==> src/rtl/instruction_fetch_unit.sv <==
// Instruction fetch sequencer: drives an external program counter, fetches words, resolves
// branches, jumps and halt locally, and hands other instructions to execute over valid/ready.
module instruction_fetch_unit #(
    parameter logic [3:0] OPC_BR   = 4'hC,
    parameter logic [3:0] OPC_BRZ  = 4'hD,
    parameter logic [3:0] OPC_JMP  = 4'hE,
    parameter logic [3:0] OPC_HALT = 4'hF
) (
    input  logic        Clock,
    input  logic        Reset,
    input  logic [15:0] PcValue,
    output logic        PcLoadEnable,
    output logic [15:0] PcLoadValue,
    output logic        PcOffsetEnable,
    output logic [8:0]  PcOffset,
    output logic        MemReq,
    output logic [15:0] MemAddr,
    input  logic        MemAck,
    input  logic [15:0] MemData,
    input  logic        Zero,
    output logic        InstrValid,
    output logic [15:0] InstrOut,
    output logic [15:0] InstrAddr,
    input  logic        InstrReady,
    output logic        Halted
);

    typedef enum logic [2:0] {
        StIdle,
        StFetch,
        StDecode,
        StFetchOp,
        StIssue,
        StHalt
    } state_e;

    state_e      state_q, state_d;
    logic [15:0] ir_q, ir_d;
    logic [15:0] addr_q, addr_d;
    logic        mem_req_q, mem_req_d;
    logic        valid_q, valid_d;
    logic        halted_q, halted_d;

    assign MemAddr    = PcValue;
    assign MemReq     = mem_req_q;
    assign InstrValid = valid_q;
    assign Halted     = halted_q;
    assign InstrOut   = ir_q;
    assign InstrAddr  = addr_q;

    // Default is "hold": the counter reloads its own value unless a state steps or branches.
    always_comb begin
        state_d        = state_q;
        ir_d           = ir_q;
        addr_d         = addr_q;
        PcLoadEnable   = 1'b1;
        PcLoadValue    = PcValue;
        PcOffsetEnable = 1'b0;
        PcOffset       = 9'd0;

        unique case (state_q)
            StIdle: state_d = StFetch;
            StFetch: begin
                if (MemAck) begin
                    ir_d    = MemData;
                    addr_d  = PcValue;
                    state_d = StDecode;
                end
            end
            StDecode: begin
                state_d = StFetch;
                case (ir_q[15:12])
                    OPC_BR: begin
                        PcLoadEnable   = 1'b0;
                        PcOffsetEnable = 1'b1;
                        PcOffset       = ir_q[8:0];
                    end
                    OPC_BRZ: begin
                        PcLoadEnable   = 1'b0;
                        PcOffsetEnable = Zero;
                        PcOffset       = Zero ? ir_q[8:0] : 9'd0;
                    end
                    OPC_JMP: begin
                        PcLoadEnable = 1'b0;
                        state_d      = StFetchOp;
                    end
                    OPC_HALT: state_d = StHalt;
                    default:  state_d = StIssue;
                endcase
            end
            StFetchOp: begin
                // Jump target is loaded straight from the bus; it is never stored.
                if (MemAck) begin
                    PcLoadValue = MemData;
                    state_d     = StFetch;
                end
            end
            StIssue: begin
                if (InstrReady) begin
                    PcLoadEnable = 1'b0;
                    state_d      = StFetch;
                end
            end
            StHalt:  state_d = StHalt;
            default: state_d = StIdle;
        endcase

        mem_req_d = (state_d == StFetch) || (state_d == StFetchOp);
        valid_d   = (state_d == StIssue);
        halted_d  = (state_d == StHalt);
    end

    always_ff @(posedge Clock or posedge Reset) begin
        if (Reset) begin
            state_q   <= StIdle;
            ir_q      <= 16'd0;
            addr_q    <= 16'd0;
            mem_req_q <= 1'b0;
            valid_q   <= 1'b0;
            halted_q  <= 1'b0;
        end else begin
            state_q   <= state_d;
            ir_q      <= ir_d;
            addr_q    <= addr_d;
            mem_req_q <= mem_req_d;
            valid_q   <= valid_d;
            halted_q  <= halted_d;
        end
    end

endmodule

==> config.mk <==
export PLATFORM = sky130hd
export DESIGN_NAME = instruction_fetch_unit
export DESIGN_NICKNAME = d
export VERILOG_FILES = /design/src/rtl/instruction_fetch_unit.sv
export SDC_FILE = /design/constraint.sdc
export NUM_CORES = 1
export LEC_CHECK = 0
export CAP_MARGIN = 20
export CORE_MARGIN = 3
export CORE_UTILIZATION = 38
export CTS_CLUSTER_SIZE = 16
export DETAILED_ROUTE_END_ITERATION = 8
export GPL_ROUTABILITY_DRIVEN = 0
export PLACE_DENSITY = 0.86
export SYNTH_ARGS = -nofsm -noshare
export SYNTH_HDL_FRONTEND = slang
export SYNTH_SLANG_ARGS = --single-unit
==> constraint.sdc <==
create_clock -name Clock -period 2.2 [get_ports Clock]
set_clock_uncertainty 0.15 [all_clocks]
set_input_delay 0.44 -clock Clock [delete_from_list [all_inputs] [get_ports Clock]]
set_output_delay 0.44 -clock Clock [all_outputs]
set_load 0.05 [all_outputs]
==> impl_table.tex <==
\begin{tabular}{lr}
\hline
Metric & Value \\
\hline
\multicolumn{2}{l}{\textbf{Status}} \\
Outcome & finished, violations left \\
Violations in the final reports & negative setup slack \\
\multicolumn{2}{l}{\textbf{Critical path}} \\
Worst path top cell family by delay & buffers and inverters \\
Launching element type of the critical path & primary input \\
Critical Path Max Stage Delay & $\sim$460 ps \\
CP Cell Sequence & clkdlybuf4s50\_1, inv\_1, a2111oi\_4, buf\_12, and2\_2, buf\_12 \\
Required time at the endpoint of the critical path & around 1600 ps \\
CP dominant cell by count & buf\_12 \\
Type of element capturing the critical path & output pin \\
CP startpoint & Zero \\
Critical path's slowest cell & clkdlybuf4s50\_1 \\
Startpoint of the worst-slack reg-to-reg timing path & state\_q[1] \\
Buffers \& Inverters on Critical Path & 4 \\
Top fanout value on the critical path & 10 \\
Type of the worst setup path & in2out \\
Critical path data arrival time & 1840 ps \\
\multicolumn{2}{l}{\textbf{Place}} \\
Sum of net half-perimeters after detailed placement & $\sim$4.1 mm \\
Cell area after placement & 3370 um\^{}2 \\
Place WS & -229 ps \\
Placed Cells incl. Taps & 323 \\
I/O Buffers & 114 \\
\multicolumn{2}{l}{\textbf{Final layout}} \\
Final net count & 302 \\
Ratio of cells with drive above 1 in the final layout & about half \\
Synth-to-Final Area Change & 84.1\% \\
FILL cells & 342 \\
Multi-input logic area & 826 um\^{}2 \\
Final Non-Filler Cells & 334 \\
Flip-flop and latch area & 953 um\^{}2 \\
Cell area after layout & 3570 um\^{}2 \\
\multicolumn{2}{l}{\textbf{Flow run}} \\
Max Cap Viol & 0 \\
\multicolumn{2}{l}{\textbf{GRT}} \\
Vias in the first global route & 1,689 \\
Pin count of the biggest net entering global routing & 39 \\
Global-route wire length before repair & approximately 8.5 mm \\
Overall track demand over capacity in global routing & 17.8\% \\
Antenna violations before repair & 1 \\
Overflow left after global routing & 0 \\
\multicolumn{2}{l}{\textbf{Detailed routing}} \\
Via count & 1,587 \\
Total wirelength of the detailed-routed design & 5.29 mm \\
Post-route antenna net violation count & 0 \\
First-pass detailed-route iteration total & 4 \\
Routed wire per std cell & 15.8 um \\
DR iter-0 viols & 48 \\
Number of design rule violations left after detail routing & 0 \\
Routed vias/inst & 4.75 \\
\multicolumn{2}{l}{\textbf{STA}} \\
Number of pins with negative max-slew slack in the final report & 0 \\
Maximum clock frequency & around 400 MHz \\
Actual slew at the worst max-slew pin & 521 ps \\
Minimum clock period & 2430 ps \\
Worst hold slack & 359 ps \\
Setup-violating endpoint count in the final report & 26 \\
Setup repair after global routing missed its margin & yes \\
Number of hold violations in the final report & 0 \\
Slew headroom & 65.2\% \\
Setup ws final & -226 ps \\
Final period util & 110\% \\
\multicolumn{2}{l}{\textbf{Clock network}} \\
CTS H-Tree Depth & 2 \\
Clock buffer count from CTS & 5 \\
Max Buffers Root-to-Sink & 2 \\
Clock-pin slew on the worst setup and hold paths & 70 ps \\
Clk\_lat worst skew & 280 ps \\
CTS tree & yes \\
Root Buffer & clkbuf\_8 \\
Post-cts hold buffer count & 0 \\
Sink count of the clock tree & 38 \\
\multicolumn{2}{l}{\textbf{Synth}} \\
Synth area leaders & dfrtp\_1 (49\%), mux2\_2 (27\%), buf\_4 (6.2\%), and2\_1 (2.9\%), a2111oi\_4 (1.4\%) \\
Number of storage elements in the synthesis netlist & 38 \\
Most common cell in the synthesized netlist & mux2\_2 \\
Cell count after synthesis & 150 \\
Share of flip-flops with an asynchronous set or reset & 100\% \\
Most frequent cells after synthesis & mux2\_2 (47), dfrtp\_1 (38), buf\_4 (16) \\
Count of different cell masters after synthesis & 28 \\
Register area share after synthesis & 49.1\% \\
Synth warnings & 0 \\
Fraction of post-synthesis cell area in the top cell type by area & between 40\% and 50\% \\
Cell type contributing the most total cell area after synthesis & dfrtp\_1 \\
Post-Synthesis Cell Area & 1940 um\^{}2 \\
Per-instance average area after synthesis & 12.9 um\^{}2 \\
EDFF count, synth & 0 \\
Post-Synthesis Net Count & 187 \\
Top flip-flop cell by instance count after synthesis & dfrtp\_1 \\
\multicolumn{2}{l}{\textbf{Floorplan}} \\
Die boundary height & 77.4 um \\
Placement Rows & 25 \\
Effective utilization at floorplan & between 40\% and 50\% \\
Total core area & 4820 um\^{}2 \\
Die Wd & 77.4 um \\
Die ar. & 5990 um\^{}2 \\
I/O pin total & 115 \\
\multicolumn{2}{l}{\textbf{Worst hold path}} \\
Origin of the worst min-delay path & InstrAddr[14] \\
Path class of the lowest-slack min-delay path & reg2reg \\
\multicolumn{2}{l}{\textbf{Pwr}} \\
Worst IR Drop VDD & 0.000861 V \\
Power density over the cells & 1450 nW/um\^{}2 \\
PnR Total Power & 5180 uW \\
Static leakage & 0.00154 uW \\
\hline
\end{tabular}
-- through the flow --
| step | TNS (ps) | util [%] |
|---|---|---|
| 2_1_floorplan | -5030 | - |
| 3_5_place_dp | -4000 | 69.9 |
| 4_1_cts | -4490 | 73.3 |
| 5_1_grt | -5130 | 74.0 |
| 3_3_place_gp | -3740 | 69.9 |
| 6_report | -3090 | 74.0 |
-- state kept, by name, indices dropped and copies added (netlist names) --
name / cells
state_q: 3
InstrOut: 16
InstrValid: 1
InstrAddr: 16
Halted: 1
MemReq: 1
-- cell type report --
type	count	share of cell area (%)
Timing Repair Buffer	131	44.7
Sequential cell	38	26.7
Multi-Input combinational cell	85	23.2
Clock buffer	7	2.42
Tap cell	67	2.35
Inverter	4	0.421
Clock inverter	1	0.140
Antenna cell	1	0.0702
-- cells by family after synthesis --
group | after synthesis | synth area share, %
mux | 47 | 27.3
xor+xnor | 1 | 0.452
simple gates | 26 | 8.46
buf+inv | 27 | 9.43
compound gates | 11 | 5.23
flops | 38 | 49.1
-- path summary, 6_finish.rpt --
check                                endpoint  slack, ps  depth (start not counted)
worst max-delay path              PcOffset[8]       -230                          6
worst min-delay path            InstrAddr[14]        360                          1
worst max register to register    InstrOut[0]        500                          4
worst min register to register  InstrAddr[14]        360                          1
max in group asynchronous        InstrOut[14]       1120                          3
min in group asynchronous       InstrAddr[10]        420                          3
-- cell usage in the layout, fill, tap and decap left out, types with 2 or more instances in the layout --
cell             Yosys  layout
inv_1                4       4
buf_4               16      15
buf_6                2      18
buf_12               0      29
o21ai_0              2       2
clkdlybuf4s50_1      0      67
clkbuf_8             0       6
and2_2               0       3
dfrtp_1             38      36
nand2_1              7       7
dfrtp_2              0       2
mux2_2              47      46
and2_4               0       6
nor3b_1              2       2
-- metal layers --
layer | vias up | GRT usage [%] | part of all wire [%]
li1 | 736 | - | -
met1 | 779 | 18.8 | 36
met2 | 65 | 32.5 | 54
met3 | 7 | 7.19 | 8.3
met4 | 0 | 5.16 | 1.8
met5 | - | 0 | 0
-- repair_timing --
action,4_1_cts,5_1_grt
pin swaps,2,1
gates resized for setup,22,6
cloned,0,0
setup endpoints to repair,26,26
setup buffers,0,2
-- report_power, final --
part | total, uW | leakage [uW] | switching (uW) | internal [uW]
registers | 1290 | 0.000450 | 233 | 1060
clock network | 485 | 0.0000482 | 232 | 253
logic | 3400 | 0.00104 | 2040 | 1360
total | 5180 | 0.00154 | 2500 | 2670
-- worst reg2reg max path, delay by kind of cell, from the launching register on --
kind / cells / cell delay (ps)
flops: 1 / 380
buf+inv: 2 / 350
simple gates: 1 / 350
mux: 1 / 350
(Power assumes the default switching activity.)
